===== src/rtl/pwm_3phase_deadtime.sv =====
// rtl/pwm_3phase_deadtime.sv - center-aligned three-phase PWM modulator with dead-time insertion
// Duties are double-buffered to the carrier valley; a sticky fault forces all gates off.
module pwm_3phase_deadtime #(
  parameter int N    = 6,
  parameter int DT_W = 4
) (
  input  logic            clk,
  input  logic            nrst,
  input  logic            en,
  input  logic [N-1:0]    carrier,
  input  logic [N-1:0]    duty_a,
  input  logic [N-1:0]    duty_b,
  input  logic [N-1:0]    duty_c,
  input  logic            duty_load,
  input  logic [DT_W-1:0] deadtime,
  input  logic            fault,
  input  logic            fault_clr,
  output logic            ah,
  output logic            al,
  output logic            bh,
  output logic            bl,
  output logic            ch,
  output logic            cl,
  output logic            valley_sync,
  output logic            faulted
);

  typedef enum logic [1:0] {LOW_ON, HIGH_ON, DEAD, FAULT} state_t;

  localparam logic [N-1:0]    C_MAX  = '1;
  localparam logic [DT_W-1:0] DT_ONE = 1;

  logic [2:0][N-1:0] duty_in;
  logic [2:0][N-1:0] pend;
  logic [2:0][N-1:0] act;
  logic [N-1:0]      prev_car;
  logic [2:0]        raw;
  logic [2:0]        gate_h;
  logic [2:0]        gate_l;
  logic              valley_entry;
  logic              clr_go;
  logic [DT_W-1:0]   dt_m1;

  assign duty_in      = {duty_c, duty_b, duty_a};
  assign valley_entry = en && (carrier == '0) && (prev_car != '0);
  assign clr_go       = !fault && fault_clr && faulted;
  // Saturate so a zero dead time never wraps the counter to its maximum.
  assign dt_m1        = (deadtime == '0) ? '0 : deadtime - DT_ONE;

  always_ff @(posedge clk) begin
    if (!nrst) begin
      pend        <= '0;
      act         <= '0;
      raw         <= '0;
      prev_car    <= C_MAX;
      valley_sync <= 1'b0;
    end else begin
      valley_sync <= valley_entry;
      if (duty_load)
        pend <= duty_in;
      if (valley_entry)
        act <= pend;
      if (en) begin
        prev_car <= carrier;
        for (int i = 0; i < 3; i++)
          raw[i] <= (carrier < act[i]);
      end
    end
  end

  always_ff @(posedge clk) begin
    if (!nrst)
      faulted <= 1'b0;
    else if (fault)
      faulted <= 1'b1;
    else if (fault_clr)
      faulted <= 1'b0;
  end

  for (genvar i = 0; i < 3; i++) begin : g_phase
    state_t          st;
    state_t          nst;
    logic            tgt;
    logic            ntgt;
    logic [DT_W-1:0] cnt;
    logic [DT_W-1:0] ncnt;
    logic            hq;
    logic            lq;

    always_comb begin
      nst  = st;
      ntgt = tgt;
      ncnt = cnt;
      if (fault) begin
        nst = FAULT;
      end else if (clr_go) begin
        nst  = DEAD;
        ntgt = raw[i];
        ncnt = dt_m1;
      end else if (en) begin
        case (st)
          LOW_ON, HIGH_ON: begin
            if (raw[i] != (st == HIGH_ON)) begin
              if (deadtime == '0) begin
                nst = raw[i] ? HIGH_ON : LOW_ON;
              end else begin
                nst  = DEAD;
                ntgt = raw[i];
                ncnt = dt_m1;
              end
            end
          end
          DEAD: begin
            // A compare that flips back mid-count restarts the full dead time.
            if (raw[i] != tgt) begin
              ntgt = raw[i];
              ncnt = dt_m1;
            end else if (cnt == '0) begin
              nst = tgt ? HIGH_ON : LOW_ON;
            end else begin
              ncnt = cnt - DT_ONE;
            end
          end
          default: nst = FAULT;
        endcase
      end
    end

    always_ff @(posedge clk) begin
      if (!nrst) begin
        st  <= DEAD;
        tgt <= 1'b0;
        cnt <= '0;
        hq  <= 1'b0;
        lq  <= 1'b0;
      end else begin
        st  <= nst;
        tgt <= ntgt;
        cnt <= ncnt;
        hq  <= (nst == HIGH_ON);
        lq  <= (nst == LOW_ON);
      end
    end

    assign gate_h[i] = hq;
    assign gate_l[i] = lq;
  end

  assign ah = gate_h[0];
  assign al = gate_l[0];
  assign bh = gate_h[1];
  assign bl = gate_l[1];
  assign ch = gate_h[2];
  assign cl = gate_l[2];

endmodule


===== config.mk =====
export PLATFORM = sky130hd
export DESIGN_NAME = pwm_3phase_deadtime
export DESIGN_NICKNAME = d
export VERILOG_FILES = /design/src/rtl/pwm_3phase_deadtime.sv
export SDC_FILE = /design/constraint.sdc
export NUM_CORES = 1
export LEC_CHECK = 0
export ABC_AREA = 1
export CORE_MARGIN = 3
export CORE_UTILIZATION = 25
export DETAILED_ROUTE_END_ITERATION = 8
export GPL_TIMING_DRIVEN = 0
export PLACE_DENSITY = 0.43
export SYNTH_ARGS = -nofsm -noshare
export SYNTH_HDL_FRONTEND = slang
export SYNTH_SLANG_ARGS = --single-unit

===== constraint.sdc =====
create_clock -name clk -period 3.3 [get_ports clk]
set_input_delay 0.33 -clock clk [delete_from_list [all_inputs] [get_ports clk]]
set_output_delay 0.33 -clock clk [all_outputs]
set_load 0.02 [all_outputs]

==> results of run 1 <==
==> power breakdown <==
part           internal [mW]  leakage, nW  switching [mW]  total (mW)
Combinational          0.169         1.42           0.261       0.430
Clock                  0.600        0.153           0.433        1.03
Sequential             0.944        0.607          0.0272       0.971
Total                   1.71         2.18           0.721        2.43
==> kinds of logic (layout without fill, tap and decap cells) <==
logic type | after synthesis | count (layout)
buf+inv | 101 | 155
flops | 74 | 74
fa+ha+maj | 18 | 18
xor+xnor | 5 | 5
simple gates | 299 | 299
compound gates | 107 | 107
==> path summary, 6_finish.rpt <==
check	start	endpoint	slack, ps	depth (start not counted)
max	carrier[2]	act[3]	1470	8
max reg2reg	faulted	g_phase[0].cnt[3]	1690	9
min	nrst	pend[12]	340	3
min reg2reg	pend[9]	pend[9]	460	2
==> sequential cells by signal, summed over array words and instances (netlist names) <==
name	count
ah	1
faulted	1
g_phase.cnt	12
g_phase.st	6
pend	18
g_phase.tgt	3
valley_sync	1
prev_car	6
al	1
cl	1
bh	1
bl	1
raw	3
act	18
ch	1
==> placed cells by master, fill, tap and decap left out, drive strengths merged, types with 3 or more instances in the layout <==
cell / netlist / layout
dfxtp: 74 / 74
inv: 77 / 80
nand2: 143 / 143
xor2: 3 / 3
nand3: 67 / 67
o21a: 4 / 4
clkdlybuf4s50: 0 / 38
nor2: 78 / 78
o21ai: 37 / 37
buf: 15 / 15
a21boi: 3 / 3
nand4: 5 / 5
clkinv: 1 / 4
ha: 18 / 18
clkbuf: 8 / 17
a21oi: 60 / 60
==> layout make-up <==
type / count / area share
clock inverters: 7 / 0.0171
plain buffers: 23 / 0.0298
inverters: 78 / 0.0587
clock buffers: 9 / 0.0451
flip-flops and latches: 74 / 0.297
repair buffers: 38 / 0.0762
well taps: 211 / 0.0529
multi-input cells: 429 / 0.423
==> worst max-delay path, delay by kind of cell <==
kind | cells | cell delay [ps]
AND/OR/NAND/NOR | 6 | 970
buffers and inverters | 2 | 750
==> metal layers <==
layer / wire (um) / global-route usage / up-vias
li1: - / - / 2041
met3: 320 / 0.0243 / 14
met2: 4510 / 0.185 / 65
met5: 0 / 0 / -
met1: 5600 / 0.176 / 1686
met4: 176 / 0.0497 / 0
==> stage by stage <==
stage | total power [mW] | std cells
finish | 2.43 | 869
global route | 2.57 | 869
CTS | 2.47 | 869
detailed placement | 1.42 | 853
global placement | 1.42 | 853
floorplan | 1.29 | 604
==> flow_metrics.py, run 1 <==
metrics = {
    "floorplan": {
        "std_cell_rows": 45,
        "core_um2": 15500,
        "dieHeight_um": 133,
        "io_pins": 42,
        "dieArea_um2": 17700,
        "start_util": 0.261,
        "dieWidth_um": 133,
    },
    "critical_path": {
        "cp_max_fo": 10,
        "critPathArrivalTime_ps": 2070,
        "slowest_stage": "clkdlybuf4s50_1",
        "slowest_delay_ps": 530,
        "crit_chain": "clkdlybuf4s50_1 > nor2_1 > nand3_2 > nor4_4 > buf_6 > nand3_1 > nand2_1 > nor2_1",
        "cpMostUsedCell": "nor2_1",
        "critPathRequiredTime_ps": 3540,
        "critical_path_class": "primary input to flop",
        "endpoint_kind": "flop",
        "startpoint_type": "primary input",
    },
    "yosys": {
        "synth_common_cells": "nand2_1 (142), nor2_1 (77), inv_1 (76), dfxtp_1 (74), nand3_1 (64)",
        "synth_edf_count": 0,
        "syn_inst": 604,
        "yosysMostFrequentCell": "nand2_1",
        "netlist_top_cells_area": "dfxtp_1 (37%), nand2_1 (13%), nand3_1 (7.9%)",
        "synth-main-ff-cell": "dfxtp_1",
        "synth_seq_cells": 74,
        "yosys.area.top_type": "dfxtp_1",
        "synth_fa_ha_area_frac": 0.0558,
        "ys_seq_area_frac": 0.367,
        "synth_cell_type_count": 32,
        "synth.avg_cell_area_um2": 6.68,
        "syn_area_um2": 4040,
        "synthSimpleGateAreaFrac": 0.318,
        "synth_nets": 656,
        "netlist.area_leader.share": 0.367,
        "synth_xor_xnor_area_share": 0.0109,
        "ys_warn_count": 0,
        "synthMuxAreaShare": 0,
        "synth_top_family_by_area": "simple AND/OR/NAND/NOR gates",
        "synth-compound-area-share": 0.139,
        "async_flop_share": 0,
    },
    "routing": {
        "routed_wl_mm": 10.6,
        "wl_per_cell_um": 12.2,
        "drc": 0,
        "dr.pass1.iters": 5,
        "vias": 3806,
        "drtIter0Drc": 247,
        "avgViaCountPerCell": 4.38,
        "ant_nets": 0,
    },
    "clock_tree": {
        "postCtsHoldBufs": 0,
        "htree_levels": 3,
        "cts_root_buf": "clkbuf_16",
        "cts_sinks": 74,
        "cts_made_buffers": 9,
        "postCtsResizedCells": 0,
        "cts_setup_buffers": 0,
        "clk_pin_slew_ps": 60,
        "clkLatencyLatePin_ps": 350,
        "clk_path_buf_depth": 2,
        "cts_tree": "done",
    },
    "sta": {
        "worst_pin_slew_ps": 711,
        "relSlewSlack": 0.526,
        "finalClockSkew_ps": 6.33,
        "hold_viol": 0,
        "fmax_mhz": 546,
        "worst_slack_ps": 1470,
        "whs_ps": 341,
        "setup_viol_count_final": 0,
        "fin_setup_tns_ps": 0,
        "period_share": 0.555,
        "min_period_ps": 1830,
        "slew_viol_final": 0,
        "rsz0062_at_grt": "false",
    },
    "global_route": {
        "antenna_found_initial": 0,
        "grt_max_degree": 16,
        "grt.overflow.total": 0,
        "grt_use_total": 0.124,
        "grt_pass1_vias": 3613,
        "grt_pass1_wl_mm": 17.7,
    },
    "finish": {
        "diodes": 0,
        "fin_nets": 705,
        "fin_area_um2": 4990,
        "ff_latch_area_um2": 1480,
        "multi_input_area_um2": 2110,
        "final_util": 0.322,
        "nFillCells": 1691,
        "syn2layout_area_growth_pct": 23.7,
        "drive_gt1_frac": 0.0578,
    },
    "flow_run": {
        "max_cap_violations": 0,
    },
    "hold_path": {
        "worst_hold_path_type": "primary input to flop",
    },
    "outcome": {
        "status": "finished, final reports clean",
    },
    "place": {
        "dp_hpwl_mm": 8.25,
        "dp_slack_ps": 1090,
        "io_buffers": 38,
        "gp_congestion": 0.861,
        "dpl_cell_area_um2": 4680,
    },
    "pwr": {
        "powerDensity_nw_per_um2": 488,
        "cellLeakagePower_nw": 2.18,
        "max-vdd-ir-drop_uv": 262,
    },
}
(Power assumes the default switching activity.)
==> inputs of run 2 (changes only) <==
Clock period 3.3 ns to 1.8 ns, I/O delays scaled along.
==> flow_metrics.py, run 2 (synthesis results as in run 1) <==
metrics = {
    "outcome": {
        "status": "finished, final reports clean",
    },
    "pwr": {
        "combPwrFrac": 0.177,
        "powerDensity_nw_per_um2": 890,
        "p_seq_frac": 0.399,
        "max-vdd-ir-drop_uv": 476,
        "cellLeakagePower_nw": 2.19,
        "p_int_mw": 3.14,
        "clockPowerShare": 0.424,
        "switching_share": 0.296,
        "switchingPower_mw": 1.32,
    },
    "sta": {
        "hold_viol": 0,
        "setup_viol_count_final": 0,
        "relSlewSlack": 0.525,
        "min_period_ps": 1590,
        "period_share": 0.885,
        "rsz0062_at_grt": "false",
        "fmax_mhz": 628,
        "worst_pin_slew_ps": 713,
        "slew_viol_final": 0,
        "finalClockSkew_ps": 5.79,
        "worst_slack_ps": 207,
    },
    "critical_path": {
        "slowest_stage": "clkdlybuf4s50_1",
        "startpoint_type": "flop",
        "cpLargestDelayFamily": "buffers and inverters",
        "endpoint_kind": "output port",
        "slowest_delay_ps": 640,
        "worst-path-buf-inv": 1,
        "ff2ff_path_depth": 9,
        "critPathArrivalTime_ps": 1410,
        "crit_chain": "clkdlybuf4s50_1",
        "critPathRequiredTime_ps": 1620,
        "worst_r2r_startpoint": "faulted",
        "worst-r2r-setup-slack_ps": 240,
        "r2r_end": "g_phase[0].cnt[3]",
        "cp_max_fo": 4,
        "critical_path_class": "flop to output port",
    },
    "clock_tree": {
        "clk_pin_slew_ps": 60,
        "clkLatencyLatePin_ps": 340,
        "htree_levels": 3,
        "cts_sinks": 74,
        "cts_made_buffers": 9,
        "cts_tree": "done",
        "clk_path_buf_depth": 2,
        "cts_root_buf": "clkbuf_16",
    },
    "finish": {
        "diodes": 0,
        "syn2layout_area_growth_pct": 24.2,
        "layout_commonest_cell": "nand2_1",
        "top_regs": "act (18), pend (18), g_phase.cnt (12)",
        "drive_gt1_frac": 0.0607,
        "fin_nets": 706,
        "final_util": 0.324,
        "nFillCells": 1689,
        "final_cell_mix": "nand2_1 (141), nor2_1 (77), inv_1 (76)",
    },
    "routing": {
        "ant_nets": 0,
        "drtIter0Drc": 228,
        "vias": 3804,
        "drc": 0,
        "avgViaCountPerCell": 4.37,
        "wl_per_cell_um": 12.3,
        "routed_wl_mm": 10.7,
        "dr.pass1.iters": 5,
    },
    "floorplan": {
        "io_pins": 42,
        "core_um2": 15500,
        "dieWidth_um": 133,
        "start_util": 0.261,
        "dieArea_um2": 17700,
        "std_cell_rows": 45,
        "dieHeight_um": 133,
    },
    "global_route": {
        "use_met3": 0.0243,
        "grt_pass1_vias": 3613,
        "grt.overflow.total": 0,
        "antenna_found_initial": 0,
        "grt_pass1_wl_mm": 17.7,
        "use_met1": 0.176,
        "grt_max_degree": 16,
        "grt_util_met2": 0.185,
        "grt_use_total": 0.124,
        "top_usage_layer": "met2",
    },
    "flow_run": {
        "max_cap_violations": 0,
    },
    "hold_path": {
        "worst_hold_path_type": "primary input to flop",
        "min_from": "nrst",
        "hold_path_end": "pend[12]",
        "min_path_cells": 3,
    },
    "place": {
        "dp_hpwl_mm": 8.25,
        "gp_congestion": 0.861,
        "dp_slack_ps": -261,
        "io_buffers": 38,
    },
}
run 2: what timing repair did:
item,4_1_cts,5_1_grt
buffers inserted,0,1
hold buffers,0,0
resized for setup,0,1
setup endpoints to repair,0,13
run 2: cell type report:
class,count,area [um2],area share
buffer,23,149,0.0297
clock buffer,9,225,0.0449
clock inverter,7,85.1,0.0170
inverter,78,293,0.0584
multi-input combinational,429,2110,0.422
sequential,74,1480,0.296
tap,211,264,0.0527
timing repair buffer,39,400,0.0799
run 2: worst max path at each step:
stage / from / to / slack [ps] / cells after the start
after floorplan: faulted / g_phase[1].cnt[1] / 340 / 7
after global placement: carrier[2] / act[3] / -250 / 8
after detailed placement: carrier[2] / act[16] / -260 / 8
after CTS: carrier[2] / act[16] / 100 / 8
after global routing: g_phase[0].cnt[0] / g_phase[0].cnt[2] / 20 / 9
final: faulted / faulted / 210 / 1
run 2: per-stage QoR:
stage	cell area [um2]	total power, mW	TNS (ps)	std cells	hold WS [ps]
finish	5010	4.46	0	870	194
global route	5010	4.72	0	870	213
CTS	4990	4.52	0	869	178
detailed placement	4680	2.61	-5260	853	450
global placement	4680	2.59	-4710	853	445
floorplan	4040	2.36	0	604	306
run 2: tightest hold or removal path, cell delays in order:
cell	delay [ps]
buf_2	170
o21ai_0	90
a21oi_1	40
run 2: per-layer routing:
metal | share of wire | vias to the layer above
met5 | 0 | -
met4 | 0.015 | 0
met3 | 0.026 | 13
met2 | 0.42 | 56
met1 | 0.53 | 1690
li1 | - | 2045
run 2: power by group through the flow:
stage	logic (mW)	clock network [mW]	registers, mW
CTS	0.793	1.95	1.78
floorplan	0.545	0	1.81
global placement	0.781	0	1.81
detailed placement	0.789	0	1.82
global route	0.917	2.01	1.79
finish	0.791	1.89	1.78
==> inputs of run 3 (changes only) <==
Settings changed: RECOVER_POWER from default to 100, SLEW_MARGIN from default to 0.
==> flow_metrics.py, run 3 (synthesis results as in run 1) <==
metrics = {
    "sta": {
        "hold_viol": 0,
        "worst_slack_ps": 125,
        "rsz0062_at_grt": "false",
        "min_period_ps": 1670,
        "slew_viol_final": 0,
        "relSlewSlack": 0.525,
        "worst_pin_slew_ps": 712,
        "period_share": 0.930,
        "setup_viol_count_final": 0,
        "fmax_mhz": 597,
        "finalClockSkew_ps": 8.67,
    },
    "clock_tree": {
        "postCtsHoldBufs": 0,
        "cts_root_buf": "clkbuf_16",
        "cts_tree": "done",
        "clk_pin_slew_ps": 60,
        "clk_path_buf_depth": 2,
        "cts_made_buffers": 9,
        "htree_levels": 3,
        "clkLatencyLatePin_ps": 340,
        "cts_sinks": 74,
    },
    "place": {
        "dp_slack_ps": -261,
        "dpl_cell_area_um2": 4680,
        "dp_hpwl_mm": 8.25,
        "io_buffers": 38,
        "gp_congestion": 0.861,
    },
    "global_route": {
        "grt_max_degree": 16,
        "use_met1": 0.176,
        "grt_pass1_vias": 3613,
        "grt_use_total": 0.124,
        "antenna_found_initial": 0,
        "grt_util_met2": 0.185,
        "top_usage_layer": "met2",
        "use_met3": 0.0243,
        "grt.overflow.total": 0,
        "grt_pass1_wl_mm": 17.7,
    },
    "outcome": {
        "status": "finished, final reports clean",
    },
    "finish": {
        "syn2layout_area_growth_pct": 23.8,
        "diodes": 0,
        "final_cell_mix": "nand2_1 (141), nor2_1 (77), inv_1 (76)",
        "drive_gt1_frac": 0.0577,
        "layout_commonest_cell": "nand2_1",
        "top_regs": "act (18), pend (18), g_phase.cnt (12)",
        "fin_area_um2": 5000,
        "fin_nets": 706,
    },
    "pwr": {
        "max-vdd-ir-drop_uv": 475,
        "cellLeakagePower_nw": 2.21,
        "total_power_mw": 4.45,
        "powerDensity_nw_per_um2": 890,
    },
    "routing": {
        "dr.pass1.iters": 4,
        "drtIter0Drc": 231,
        "ant_nets": 0,
        "drc": 0,
        "routed_wl_mm": 10.6,
        "avgViaCountPerCell": 4.37,
        "wl_per_cell_um": 12.2,
        "vias": 3801,
    },
    "floorplan": {
        "io_pins": 42,
        "dieWidth_um": 133,
        "start_util": 0.261,
        "std_cell_rows": 45,
        "dieHeight_um": 133,
        "dieArea_um2": 17700,
        "core_um2": 15500,
    },
    "flow_run": {
        "max_cap_violations": 0,
    },
    "critical_path": {
        "cpMostUsedCell": "nor2_1",
        "ff2ff_path_depth": 9,
        "startpoint_type": "primary input",
        "crit_chain": "dlygate4sd3_1 > nor2_1 > nand3_2 > nor4_2 > buf_12 > buf_6 > nand3_1 > nand2_1 > nor2_1",
        "critPathRequiredTime_ps": 2030,
        "endpoint_kind": "flop",
        "cp_max_fo": 10,
        "critical_path_class": "primary input to flop",
        "critPathArrivalTime_ps": 1910,
        "slowest_delay_ps": 640,
        "slowest_stage": "dlygate4sd3_1",
    },
    "hold_path": {
        "worst_hold_path_type": "primary input to flop",
        "min_path_cells": 4,
    },
}
[run 3: final cells by class]
| class | instances | area [um2] |
|---|---|---|
| plain buffers | 23 | 148 |
| clock buffers | 9 | 225 |
| clock inverters | 7 | 85.1 |
| fillers | 1690 | 10500 |
| inverters | 78 | 293 |
| multi-input cells | 429 | 2100 |
| flip-flops and latches | 74 | 1480 |
| well taps | 211 | 264 |
| repair buffers | 39 | 400 |
[run 3: where the power goes]
group	internal [mW]	switching (mW)	leakage (nW)
Sequential	1.73	0.0502	0.607
Clock	1.10	0.784	0.153
Combinational	0.307	0.475	1.45
Total	3.14	1.31	2.21
[run 3: final timing paths]
| check | from | endpoint | slack [ps] |
|---|---|---|---|
| worst max-delay path | carrier[2] | act[3] | 130 |
| worst min-delay path | fault | bl | 240 |
| worst max register to register | g_phase[2].cnt[0] | g_phase[2].cnt[0] | 220 |
| worst min register to register | pend[9] | pend[9] | 460 |
[run 3: critical path, delay by kind of cell]
kind                   cells  cell delay, ps
and+or+nand+nor            6             770
buffers and inverters      3             950
[run 3: per-layer routing]
layer | routed length [um] | up-vias
met5 | 0 | -
met4 | 177 | 0
met3 | 420 | 14
met2 | 4510 | 74
met1 | 5530 | 1672
li1 | - | 2041
[run 3: repair_timing]
action	4_1_cts	5_1_grt
setup buffers	0	1
gates resized for setup	0	1
endpoints found under the setup margin	0	13
[run 3: stage by stage]
step	hold WS (ps)	TNS, ps	cells	utilization
2_1_floorplan	306	0	604	-
3_3_place_gp	445	-4710	853	0.302
3_5_place_dp	450	-5260	853	0.302
4_1_cts	178	0	869	0.322
5_1_grt	269	0	870	0.323
6_report	241	0	870	0.323
